===== config.mk =====
export PLATFORM = sky130hd
export DESIGN_NAME = pc_sequencer_ctx_flat
export DESIGN_NICKNAME = d
export VERILOG_FILES = /design/src/rtl/pc_sequencer_ctx_if.sv /design/src/rtl/pc_sequencer_ctx.sv /design/src/flat_wrapper.sv
export SDC_FILE = /design/constraint.sdc
export NUM_CORES = 1
export LEC_CHECK = 0
export ABC_AREA = 1
export ABC_CLOCK_PERIOD_IN_PS = 4100
export BUFFER_PORTS_ARGS = -buffer_cell sky130_fd_sc_hd__clkbuf_2
export CORE_UTILIZATION = 60
export DETAILED_ROUTE_END_ITERATION = 10
export PLACE_DENSITY = 0.85
export SLEW_MARGIN = 30
export SYNTH_ARGS = -nofsm -noshare
export SYNTH_HDL_FRONTEND = slang
export SYNTH_SLANG_ARGS = --single-unit

===== constraint.sdc =====
create_clock -name clock -period 4.1 [get_ports clock]
set_input_delay 0 -clock clock [delete_from_list [all_inputs] [get_ports clock]]
set_output_delay 0 -clock clock [all_outputs]
set_load 0.05 [all_outputs]

===== src/rtl/pc_sequencer_ctx_if.sv =====
// Control-unit <-> PC sequencer signal bundle; clock and reset stay outside as plain ports.
// master = control unit / scheduler side, slave = sequencer.
interface pc_sequencer_ctx_if #(
  parameter int ADDR_W = 32,
  parameter int IMM_W  = 11,
  parameter int PID_W  = 2
);
  logic              halt_req;
  logic              branch_take;
  logic              jump_en;
  logic              jump_reg_en;
  logic [IMM_W-1:0]  imm;
  logic [ADDR_W-1:0] rs_val;
  logic              ctx_en;
  logic              ctx_ret;
  logic [PID_W-1:0]  next_pid;
  logic              io_trap;
  logic [ADDR_W-1:0] pc;
  logic [ADDR_W-1:0] pc_plus1;
  logic [PID_W-1:0]  cur_pid;
  logic              in_sched;
  logic              in_io;

  modport master (
    output halt_req, branch_take, jump_en, jump_reg_en, imm, rs_val,
           ctx_en, ctx_ret, next_pid, io_trap,
    input  pc, pc_plus1, cur_pid, in_sched, in_io
  );

  modport slave (
    input  halt_req, branch_take, jump_en, jump_reg_en, imm, rs_val,
           ctx_en, ctx_ret, next_pid, io_trap,
    output pc, pc_plus1, cur_pid, in_sched, in_io
  );
endinterface


===== src/rtl/pc_sequencer_ctx.sv =====
// PC sequencer with quantum preemption and a per-process saved-PC table; IO trap enabled by PCSEQ_IO_TRAP_EN.
// Latency: new pc visible one cycle after the decision; pc_plus1 is combinational.
// Backpressure: none; halt_req freezes pc, state, timer, table and pid and masks every other input.
module pc_sequencer_ctx #(
  parameter int ADDR_W      = 32,
  parameter int IMM_W       = 11,
  parameter int JR_W        = 26,
  parameter int NPROC       = 4,
  parameter int QUANTUM     = 1024,
  parameter int SCHED_ADDR  = 0,
  parameter int IO_ADDR     = 512,
  parameter int PROC_STRIDE = 1024
) (
  input logic               clock,
  input logic               reset,
  pc_sequencer_ctx_if.slave bus
);
  localparam int PID_W = (NPROC > 1) ? $clog2(NPROC) : 1;
  localparam int QW    = (QUANTUM > 1) ? $clog2(QUANTUM) : 1;
  localparam logic [QW-1:0] QMAX = QW'(QUANTUM - 1);

  typedef enum logic [1:0] {RUN, SCHED, IOSVC} state_e;

  state_e            state_q, state_d;
  logic [ADDR_W-1:0] pc_q, pc_d;
  logic [ADDR_W-1:0] seq_next, pc_plus1;
  logic [PID_W-1:0]  pid_q, pid_d, np_eff;
  logic [QW-1:0]     qcnt_q, qcnt_d;
  logic [ADDR_W-1:0] saved_q [NPROC];
  logic [ADDR_W-1:0] saved_d [NPROC];
  logic              q_trap;
  logic              io_take;

  always_comb begin
    pc_plus1 = pc_q + ADDR_W'(1);
    if (bus.jump_en) begin
      if (bus.jump_reg_en) seq_next = {pc_q[ADDR_W-1:JR_W], bus.rs_val[JR_W-1:0]};
      else                 seq_next = {pc_q[ADDR_W-1:IMM_W], bus.imm};
    end else if (bus.branch_take) begin
      seq_next = {pc_q[ADDR_W-1:IMM_W], bus.imm};
    end else begin
      seq_next = pc_plus1;
    end
  end

  // Out-of-range pids from the scheduler fall back to process 0.
  assign np_eff = (32'(bus.next_pid) < NPROC) ? bus.next_pid : '0;

`ifdef PCSEQ_IO_TRAP_EN
  assign io_take   = bus.io_trap;
  assign bus.in_io = (state_q == IOSVC);
`else
  logic unused_io;
  assign unused_io = bus.io_trap;
  assign io_take   = 1'b0;
  assign bus.in_io = 1'b0;
`endif

  always_comb begin
    state_d = state_q;
    pc_d    = pc_q;
    pid_d   = pid_q;
    qcnt_d  = qcnt_q;
    saved_d = saved_q;
    q_trap  = (qcnt_q == QMAX) && bus.ctx_en;
    if (!bus.halt_req) begin
      case (state_q)
        RUN: begin
          if (q_trap) begin
            saved_d[pid_q] = seq_next;
            pc_d           = ADDR_W'(SCHED_ADDR);
            qcnt_d         = '0;
            state_d        = SCHED;
          end else if (io_take) begin
            // Timer stays frozen while the IO service runs.
            saved_d[pid_q] = seq_next;
            pc_d           = ADDR_W'(IO_ADDR);
            state_d        = IOSVC;
          end else begin
            pc_d = seq_next;
            if (qcnt_q != QMAX) qcnt_d = qcnt_q + QW'(1);
          end
        end
        SCHED: begin
          if (bus.ctx_ret) begin
            pid_d   = np_eff;
            pc_d    = saved_q[np_eff];
            qcnt_d  = '0;
            state_d = RUN;
          end else begin
            pc_d = seq_next;
          end
        end
        IOSVC: begin
          if (bus.ctx_ret) begin
            pc_d    = saved_q[pid_q];
            state_d = RUN;
          end else begin
            pc_d = seq_next;
          end
        end
        default: state_d = RUN;
      endcase
    end
  end

  always_ff @(posedge clock or negedge reset) begin
    if (!reset) begin
      state_q <= RUN;
      pc_q    <= '0;
      pid_q   <= '0;
      qcnt_q  <= '0;
      for (int i = 0; i < NPROC; i++) saved_q[i] <= ADDR_W'(i * PROC_STRIDE);
    end else begin
      state_q <= state_d;
      pc_q    <= pc_d;
      pid_q   <= pid_d;
      qcnt_q  <= qcnt_d;
      saved_q <= saved_d;
    end
  end

  assign bus.pc       = pc_q;
  assign bus.pc_plus1 = pc_plus1;
  assign bus.cur_pid  = pid_q;
  assign bus.in_sched = (state_q == SCHED);
endmodule


===== src/flat_wrapper.sv =====
// flat-port wrapper written by rule: the top's interface ports become plain ports
module pc_sequencer_ctx_flat 
#(
  parameter int ADDR_W      = 32,
  parameter int IMM_W       = 11,
  parameter int JR_W        = 26,
  parameter int NPROC       = 4,
  parameter int QUANTUM     = 1024,
  parameter int SCHED_ADDR  = 0,
  parameter int IO_ADDR     = 512,
  parameter int PROC_STRIDE = 1024
)
  (clock, reset, bus_halt_req, bus_branch_take, bus_jump_en, bus_jump_reg_en, bus_imm, bus_rs_val, bus_ctx_en, bus_ctx_ret, bus_next_pid, bus_io_trap, bus_pc, bus_pc_plus1, bus_cur_pid, bus_in_sched, bus_in_io);
  pc_sequencer_ctx_if #(.ADDR_W(ADDR_W), .IMM_W(IMM_W), .PID_W(2)) bus_i ();
  input logic clock;
  input logic reset;
  input wire logic [$bits(bus_i.halt_req)-1:0] bus_halt_req;
  input wire logic [$bits(bus_i.branch_take)-1:0] bus_branch_take;
  input wire logic [$bits(bus_i.jump_en)-1:0] bus_jump_en;
  input wire logic [$bits(bus_i.jump_reg_en)-1:0] bus_jump_reg_en;
  input wire logic [$bits(bus_i.imm)-1:0] bus_imm;
  input wire logic [$bits(bus_i.rs_val)-1:0] bus_rs_val;
  input wire logic [$bits(bus_i.ctx_en)-1:0] bus_ctx_en;
  input wire logic [$bits(bus_i.ctx_ret)-1:0] bus_ctx_ret;
  input wire logic [$bits(bus_i.next_pid)-1:0] bus_next_pid;
  input wire logic [$bits(bus_i.io_trap)-1:0] bus_io_trap;
  output wire logic [$bits(bus_i.pc)-1:0] bus_pc;
  output wire logic [$bits(bus_i.pc_plus1)-1:0] bus_pc_plus1;
  output wire logic [$bits(bus_i.cur_pid)-1:0] bus_cur_pid;
  output wire logic [$bits(bus_i.in_sched)-1:0] bus_in_sched;
  output wire logic [$bits(bus_i.in_io)-1:0] bus_in_io;
  assign bus_i.halt_req = bus_halt_req;
  assign bus_i.branch_take = bus_branch_take;
  assign bus_i.jump_en = bus_jump_en;
  assign bus_i.jump_reg_en = bus_jump_reg_en;
  assign bus_i.imm = bus_imm;
  assign bus_i.rs_val = bus_rs_val;
  assign bus_i.ctx_en = bus_ctx_en;
  assign bus_i.ctx_ret = bus_ctx_ret;
  assign bus_i.next_pid = bus_next_pid;
  assign bus_i.io_trap = bus_io_trap;
  assign bus_pc = bus_i.pc;
  assign bus_pc_plus1 = bus_i.pc_plus1;
  assign bus_cur_pid = bus_i.cur_pid;
  assign bus_in_sched = bus_i.in_sched;
  assign bus_in_io = bus_i.in_io;
  pc_sequencer_ctx #(.ADDR_W(ADDR_W), .IMM_W(IMM_W), .JR_W(JR_W), .NPROC(NPROC), .QUANTUM(QUANTUM), .SCHED_ADDR(SCHED_ADDR), .IO_ADDR(IO_ADDR), .PROC_STRIDE(PROC_STRIDE)) u_core (.clock(clock), .reset(reset), .bus(bus_i));
endmodule

# Yosys cells after proc, flatten, opt, wreduce, memory -nomap -nowiden
# Cells that the tools add are included.
dict set report op_classes {
  add_sub_neg 2
  magnitude_cmp 3
  n_eq_ne 8
  muxes 23
  n_bitwise 3
  n_reduce_logical 11
}
# cell n
set ops {}
lappend ops {{2-to-1 mux 32 bit} 10}
lappend ops {{binary-select mux 32 bit (select 2 bit)} 2}
lappend ops {{bitwise mux 128 bit} 1}
lappend ops {{case mux 32 bit (3 select lines)} 1}
lappend ops {{demux 32 bit (select 2 bit)} 1}
lappend ops {{adder 32 x 1 -> 32 bit (second input constant)} 1}
lappend ops {{2-to-1 mux 10 bit} 3}
lappend ops {{2-to-1 mux 26 bit} 1}
lappend ops {{case mux 10 bit (2 select lines)} 1}
lappend ops {{adder 10 x 1 -> 10 bit (second input constant)} 1}
lappend ops {{equality test 10 bit (second input constant)} 1}
lappend ops {{!= test 10 bit (second input constant)} 1}
lappend ops {{AND reduction 3 bit} 3}
lappend ops {{>= comparator 3 bit (second input constant)} 2}
lappend ops {{inverter 2 -> 3 bit} 2}
lappend ops {{2-to-1 mux 2 bit} 2}
lappend ops {{!= test 2 x 1 -> 1 bit (second input constant)} 2}
lappend ops {{case mux 2 bit (2 select lines)} 1}
lappend ops {{AND reduction 4 bit} 1}
lappend ops {{less-than comparator 3 x 1 -> 1 bit (second input constant)} 1}
lappend ops {{!= test 3 x 1 -> 1 bit (second input constant)} 1}
lappend ops {{nonzero test 3 bit} 1}
lappend ops {{equality test 2 x 1 -> 1 bit (second input constant)} 1}
lappend ops {{equality test 2 bit (second input constant)} 1}
lappend ops {{other kinds (7)} 8}
dict set report word_totals {
  register_bits 174
  inputBits 54
  out_inout_bits 68
  elab_cells 58
}

# Longest topological paths before layout
# Gate-level depths: netlist of the first run.
dict set report logic_depth {
  word_depth 6
  depth_mapped 12
  depth_no_buf 12
}

# Least setup slack after synthesis of the first run
# Ideal clock, no wire load.
dict set report synth_path {
  kind {reg2reg}
  start {reg u_core.pc_q[0] (netlist: u_core.bus.pc[0])}
  end {reg u_core.saved_q[72] (netlist name)}
  arrival_time_ps 2551
  t_required_ps 4017
  setup_slack_ps 1467
  stages_incl_launch_ff 10
  period_less_slack_ps 2633
  path_cell_list {dfrtp_1 ha_1 nand2_1 nor2_1 nand2_1 xnor2_1 o21ai_0 nand2_1 nand2_1 o21ai_0}
}
dict set report synth_via {
  elab_chain_cells 4
}
# element line_no
set synth_rtl {}
lappend synth_rtl {{from (decl)} pc_sequencer_ctx.sv:25} ;# logic [ADDR_W-1:0] pc_q, pc_d;
lappend synth_rtl {{from (signal assigned)} pc_sequencer_ctx.sv:116} ;# pc_q <= pc_d;
lappend synth_rtl {{adder 32 x 1 -> 32 bit} pc_sequencer_ctx.sv:35} ;# pc_plus1 = pc_q + ADDR_W'(1);
lappend synth_rtl {{net bus_pc_plus1[8]} flat_wrapper.sv:28} ;# output wire logic [$bits(bus_i.pc_plus1)-1:0] bus_pc_plus1;
lappend synth_rtl {{2-to-1 mux 32 bit} pc_sequencer_ctx.sv:39} ;# end else if (bus.branch_take) begin
lappend synth_rtl {{2-to-1 mux 32 bit} pc_sequencer_ctx.sv:36} ;# if (bus.jump_en) begin
lappend synth_rtl {{bitwise mux 128 bit} pc_sequencer_ctx.sv:70} ;# saved_d[pid_q] = seq_next;
lappend synth_rtl {{to (signal assigned)} pc_sequencer_ctx.sv:119} ;# saved_q <= saved_d;
lappend synth_rtl {{to (decl)} pc_sequencer_ctx.sv:29} ;# logic [ADDR_W-1:0] saved_q [NPROC];
# The timed path passes the listed nets, and every way through them passes these cells.
# A chain may end at the register's enable or synchronous reset.

# Worst setup path after layout of the first run
dict set report layout_path {
  start {reg u_core.qcnt_q[0]}
  end {reg u_core.saved_q[18] (netlist name)}
}
dict set report layout_via {
  elab_chain_cells 3
}
# element line_no
set layout_rtl {}
lappend layout_rtl {{from (decl)} pc_sequencer_ctx.sv:28} ;# logic [QW-1:0] qcnt_q, qcnt_d;
lappend layout_rtl {{from (signal assigned)} pc_sequencer_ctx.sv:118} ;# qcnt_q <= qcnt_d;
lappend layout_rtl {{equality test 10 bit} pc_sequencer_ctx.sv:65} ;# q_trap = (qcnt_q == QMAX) && bus.ctx_en;
lappend layout_rtl {{logical AND 1 bit} pc_sequencer_ctx.sv:65}
lappend layout_rtl {{AND reduction 3 bit (no line)} n/a}
# No other way between the ends.

==> results.json, run 1 <==
{
  "outcome": "complete, no violations",
  "fin_ws_ps": 1430,
  "finalSetupTns_ps": 0,
  "hp-class": "in -> reg",
  "rsz0062_at_grt": "false",
  "clockRootBuffer": "clkbuf_16",
  "critPathArrivalTime_ps": 3040,
  "dpl_cell_area_um2": 10400,
  "synth_area_leader_cell": "dfrtp_1",
  "num_io_pins": 122,
  "yosysSeqAreaShare_pct": 44.4,
  "hpwl_um": 20000,
  "detail-route-antenna-nets": 0,
  "yosys.cell_types.count": 43,
  "ys_seq_elements": 173,
  "syn_inst": 1399,
  "clk_path_buf_depth": 2,
  "cp.required_ps": 4470,
  "grt_pass1_vias": 8761,
  "dpl_worst_slack_ps": 1540,
  "slew_violations": 0,
  "end_kind": "register",
  "crit_fanout": 26,
  "gp_congestion": 0.974,
  "worstMarginPinSlew_ps": 1010,
  "seq_area_um2": 4330,
  "synth_ff_type": "dfrtp_1",
  "p_per_area_nw_per_um2": 460,
  "h-tree-depth": 4,
  "core_area_um2": 15900,
  "hold_violations": 0,
  "skew_ps": 7.79,
  "port-buffer-count": 113,
  "yosys_warnings": 0,
  "grt_remaining_overflow": 0,
  "clk_pin_slew_ps": 60,
  "drt-initial-drc-count": 1587,
  "avgSynthCellArea_um2": 6.98,
  "grt_use_total_pct": 36.8,
  "clk-insertion-delay-late_ps": 430,
  "grt_antenna_before_repair": 0,
  "period_share_pct": 65.1,
  "wl_um": 30300,
  "grt_max_degree": 97,
  "nNetsFinal": 1534,
  "numCtsBuffers": 17,
  "dieArea_um2": 16800,
  "cts_tree": "yes",
  "finalSetupViolCount": 0,
  "row_count": 46,
  "post_cts_buffers": 0,
  "syn_nets": 1455,
  "vdd_drop_max_mv": 0.292,
  "die_w_um": 130,
  "dr.pass1.iters": 8,
  "via_count": 10200,
  "min_period_ps": 2670,
  "drc_errors": 0,
  "clock-sinks": 173,
  "grt_pass1_wl_um": 46500,
  "crit_type": "reg -> reg",
  "p_leak_nw": 5.73,
  "design_area_um2": 11000,
  "synth_common_cells": "549 x nand2_1, 169 x dfrtp_1, 164 x o21ai_0",
  "num-fill-cells": 1340,
  "viasPerCell": 5.96,
  "synth_area_um2": 9760,
  "fmax_mhz": 375,
  "avgRoutedWirePerCell_um": 17.8,
  "synth_area_leaders": "dfrtp_1 43%, nand2_1 21%, o21ai_0 8.4%",
  "synth.top_cell.area_share_pct": 43.3,
  "maxCapViolCount": 0,
  "areaGrowthSynthToFinish_pct": 12.6,
  "async_reset_ff_share_pct": 100,
  "antenna_cells": 0,
  "initial_core_util_pct": 61.4,
  "start_kind": "register",
  "slew_headroom_pct": 32.9,
  "final_core_util_pct": 69.2,
  "synth_edf_count": 0,
  "fp.dieH_um": 130,
  "multiInputGateArea_um2": 4700,
  "layout-drive-gt1-share_pct": 12.0,
  "yosysMostFrequentCell": "nand2_1",
  "whs_ps": 42.9
}
-- worst max-delay path, stage by stage, from the launching register on --
cell and delay, ps:
dfrtp_1 410, ha_1 220, nand2_2 100, nor2_4 160, nand3_4 110, nor2_8 130
nand2_2 90, nor2_4 140, nand3_2 530, clkinv_1 480, nand2_1 130, nand2_1 80
-- kinds of logic after synthesis --
family / Yosys count / synth area share [%]
adder cells (fa/ha/maj): 2 / 0.256
flip-flops: 173 / 44.4
XOR/XNOR: 14 / 1.26
other: 1 / 0.0384
buffers and inverters: 173 / 7.50
AO/OA/AOI/OAI: 265 / 14.2
AND/OR/NAND/NOR: 771 / 32.4
-- state kept, by name, indices dropped and copies added (netlist names) --
name / cells
u_core.state_q: 1
u_core.bus.cur_pid: 2
u_core.saved_q: 128
u_core.bus.pc: 32
u_core.qcnt_q: 10
-- layer usage --
metal  share of wire [%]  wire (um)  track usage (%)  vias to the layer above
li1                    -          -                -                     4636
met1                  42      12600             51.1                     4762
met2                  45      13600             55.9                      697
met3                  11       3390             9.99                       62
met4                 2.2        654             12.7                        0
met5                   0          0                0                        -
-- power breakdown --
group          internal [mW]  leakage, nW  switching [mW]
sequential              1.80         2.29           0.161
combinational          0.298         3.16            1.12
clock                  0.981        0.283           0.684
-- cells in the final DEF, fill, tap and decap left out, types with 4 or more instances in the layout --
| cell type | instances |
|---|---|
| o22ai_1 | 25 |
| clkinvlp_4 | 4 |
| o21ai_1 | 5 |
| xor2_1 | 9 |
| nand2_1 | 549 |
| nor3_4 | 4 |
| nand3_1 | 85 |
| clkbuf_16 | 17 |
| clkbuf_2 | 112 |
| dfstp_2 | 4 |
| nor2_1 | 109 |
| a21oi_1 | 62 |
| buf_4 | 9 |
| o21ai_0 | 164 |
| dfrtp_1 | 169 |
| inv_1 | 99 |
| xnor2_1 | 5 |
| clkinv_2 | 5 |
| nor3_1 | 4 |
-- per-stage QoR --
step,power (mW),std cells
global route,5.23,1705
global placement,3.35,1671
finish,5.05,1705
detailed placement,3.38,1672
CTS,5.02,1705
floorplan,2.98,1399
-- path summary, 6_finish.rpt --
check	from	end	slack (ps)	cells after the start
max in group asynchronous	reset	u_core.saved_q[10]	2720	3
worst max-delay path	u_core.qcnt_q[0]	u_core.saved_q[18]	1430	11
min in group asynchronous	reset	u_core.bus.pc[17]	230	2
worst max register to register	u_core.qcnt_q[0]	u_core.saved_q[18]	1430	11
worst min-delay path	bus_halt_req	u_core.bus.pc[2]	40	2
worst min register to register	u_core.saved_q[43]	u_core.saved_q[43]	470	2
-- repair_timing --
item / in CTS / in global routing
resized for setup: 0 / 0
hold endpoints to repair: 93 / 0
hold buffers: 3 / 0
-- final cells by class --
type / count / area share [%]
repair buffers: 126 / 6.20
flip-flops and latches: 173 / 39.4
inverters: 107 / 3.68
clock inverters: 11 / 1.31
clock buffers: 19 / 4.12
multi-input cells: 1053 / 42.8
well taps: 216 / 2.46
Power figures use the tool's default switching activity.
==> run 2, diff against run 1 <==
--- a/config.mk
+++ b/config.mk
@@ -6,11 +6,11 @@
 export NUM_CORES = 1
 export LEC_CHECK = 0
 export ABC_AREA = 1
-export ABC_CLOCK_PERIOD_IN_PS = 4100
+export ABC_CLOCK_PERIOD_IN_PS = 2230
 export BUFFER_PORTS_ARGS = -buffer_cell sky130_fd_sc_hd__clkbuf_2
-export CORE_UTILIZATION = 60
+export CORE_UTILIZATION = 53
 export DETAILED_ROUTE_END_ITERATION = 10
-export PLACE_DENSITY = 0.85
+export PLACE_DENSITY = 0.8
 export SLEW_MARGIN = 30
 export SYNTH_ARGS = -nofsm -noshare
 export SYNTH_HDL_FRONTEND = slang
==> constraint.sdc (replaced) <==
create_clock -name clock -period 2.23 [get_ports clock]
set_input_delay 0 -clock clock [delete_from_list [all_inputs] [get_ports clock]]
set_output_delay 0 -clock clock [all_outputs]
set_load 0.05 [all_outputs]
==> results.json, run 2 (synthesis gave the netlist of run 1 again) <==
{
  "cts_tree": "yes",
  "slew_violations": 0,
  "seq_area_um2": 4340,
  "dp_cells": 1723,
  "fin_ws_ps": 88.9,
  "crit_chain": "ha_2 -> nand2_1 -> nor2_2 -> nand2_2 -> nor2_1 -> buf_4 -> nand3_1 -> nand2_1 -> clkbuf_4",
  "viasPerCell": 5.72,
  "clk_path_buf_depth": 2,
  "final_common_cell": "nand2_1",
  "cp_common_cell": "nand2_1",
  "finalSetupTns_ps": 0,
  "final_cell_mix": "545 x nand2_1, 165 x dfrtp_1, 164 x o21ai_0",
  "p_int_mw": 5.61,
  "detail-route-antenna-nets": 0,
  "grt_max_degree": 77,
  "grt_pass1_wl_um": 48200,
  "largest_register_ffs": 128,
  "fp.dieH_um": 138,
  "start_kind": "register",
  "dpl_worst_slack_ps": 77.3,
  "min_period_ps": 2140,
  "areaGrowthSynthToFinish_pct": 17.5,
  "end_kind": "output port",
  "worstMarginPinSlew_ps": 760,
  "clockPowerShare_pct": 31.7,
  "pwr-share-seq_pct": 38.7,
  "antenna_cells": 0,
  "num-fill-cells": 1558,
  "finalSetupViolCount": 0,
  "dieArea_um2": 19000,
  "pwr-share-comb_pct": 29.6,
  "num_io_pins": 122,
  "clk-insertion-delay-late_ps": 440,
  "ff2ff_setup_slack_ps": 150,
  "dpl_cell_area_um2": 10800,
  "clockRootBuffer": "clkbuf_16",
  "fmax_mhz": 467,
  "fin_total_pwr_mw": 9.32,
  "p_leak_nw": 5.98,
  "maxCapViolCount": 0,
  "core_area_um2": 18000,
  "crit_family": "simple AND/OR/NAND/NOR gates",
  "cpMaxStageDelayCell": "dfrtp_2",
  "p_per_area_nw_per_um2": 812,
  "crit_fanout": 6,
  "post_cts_buffers": 0,
  "top_register": "u_core.saved_q",
  "grt_remaining_overflow": 0,
  "critPathArrivalTime_ps": 2140,
  "nNetsFinal": 1571,
  "grt_use_total_pct": 33.6,
  "port-buffer-count": 113,
  "initial_core_util_pct": 54.1,
  "design_area_um2": 11500,
  "rsz0062_at_grt": "true",
  "gp_congestion": 0.987,
  "numCtsBuffers": 17,
  "vdd_drop_max_mv": 0.595,
  "cp_num_buf_inv": 2,
  "hpwl_um": 21200,
  "drt-initial-drc-count": 1066,
  "skew_ps": 9.52,
  "sw_frac_of_total_pct": 39.7,
  "cp.required_ps": 2230,
  "slowest_delay_ps": 410,
  "h-tree-depth": 4,
  "clk_pin_slew_ps": 70,
  "period_share_pct": 96.0,
  "row_count": 49,
  "drc_errors": 0,
  "hold_violations": 0,
  "avgRoutedWirePerCell_um": 17.6,
  "die_w_um": 138,
  "fin_cells": 1756,
  "hp-class": "in -> reg",
  "outcome": "complete, no violations",
  "grt_pass1_vias": 9198,
  "wl_um": 30800,
  "p_switching_mw": 3.70,
  "multiInputGateArea_um2": 4810,
  "dr.pass1.iters": 5,
  "clock-sinks": 173,
  "layout-drive-gt1-share_pct": 15.5,
  "grt_antenna_before_repair": 0,
  "crit_type": "reg -> out",
  "slew_headroom_pct": 49.3,
  "via_count": 10000
}
run 2: changes by cell type in the layout (fill, tap and decap cells not counted), moves of 4 or more:
cell | before | now
buf_4 | 9 | 42
clkbuf_2 | 112 | 102
buf_12 | 0 | 7
clkbuf_4 | 0 | 6
nor2_1 | 109 | 103
nor2_2 | 1 | 6
dfrtp_1 | 169 | 165
dfrtp_2 | 0 | 4
inv_6 | 0 | 4
nand2_1 | 549 | 545
nand2_2 | 3 | 7
xnor2_1 | 5 | 1
run 2: power groups by stage:
stage	sequential, mW	combinational, mW	clock, mW
4_1_cts	3.59	2.72	2.97
5_1_grt	3.63	2.99	3.11
3_5_place_dp	3.64	2.69	0
2_1_floorplan	4.06	1.44	0
6_report	3.60	2.76	2.95
3_3_place_gp	3.64	2.66	0
run 2: final timing paths:
kind	depth (start not counted)	end	from
worst max-delay path	9	bus_pc_plus1[20]	u_core.bus.pc[0]
worst min-delay path	5	u_core.saved_q[54]	bus_rs_val[22]
worst max register to register	11	u_core.saved_q[13]	u_core.qcnt_q[1]
worst min register to register	2	u_core.saved_q[43]	u_core.saved_q[43]
max in group asynchronous	3	u_core.saved_q[11]	reset
min in group asynchronous	2	u_core.bus.pc[20]	reset
run 2: layout make-up:
class                      instances  area share (%)
tap                              229            2.50
sequential                       173            37.8
inverter                         107            3.54
multi-input combinational       1053            41.9
timing repair buffer             163            9.22
clock inverter                    12            1.21
clock buffer                      19            3.77
run 2: timing repair:
item / in CTS / in global routing
endpoints found under the hold margin: 170 / 0
pin swaps: 0 / 1
gates resized for setup: 10 / 24
setup endpoints to repair: 11 / 51
hold buffers: 2 / 0
run 2: routing by layer:
metal  vias to the layer above  global-route usage [%]  share of wire [%]
li1                       4714                       -                  -
met1                      4713                    45.8                 42
met2                       546                    51.9                 45
met3                        70                    7.43                 10
met4                         0                    13.1                2.7
met5                         -                       0                  0
run 2: worst min-delay path, cell delays in order:
cell and delay, ps:
clkbuf_2 70, o21ai_0 60, nand2_1 160, nand2_1 70
nand2_1 50
run 2: per-stage QoR:
step | hold WS [ps] | utilization, %
floorplan | -296 | -
global placement | -21.6 | 59.9
detailed placement | -37.4 | 59.9
CTS | 5.67 | 63.4
global route | 43.4 | 63.6
finish | 16.0 | 63.6
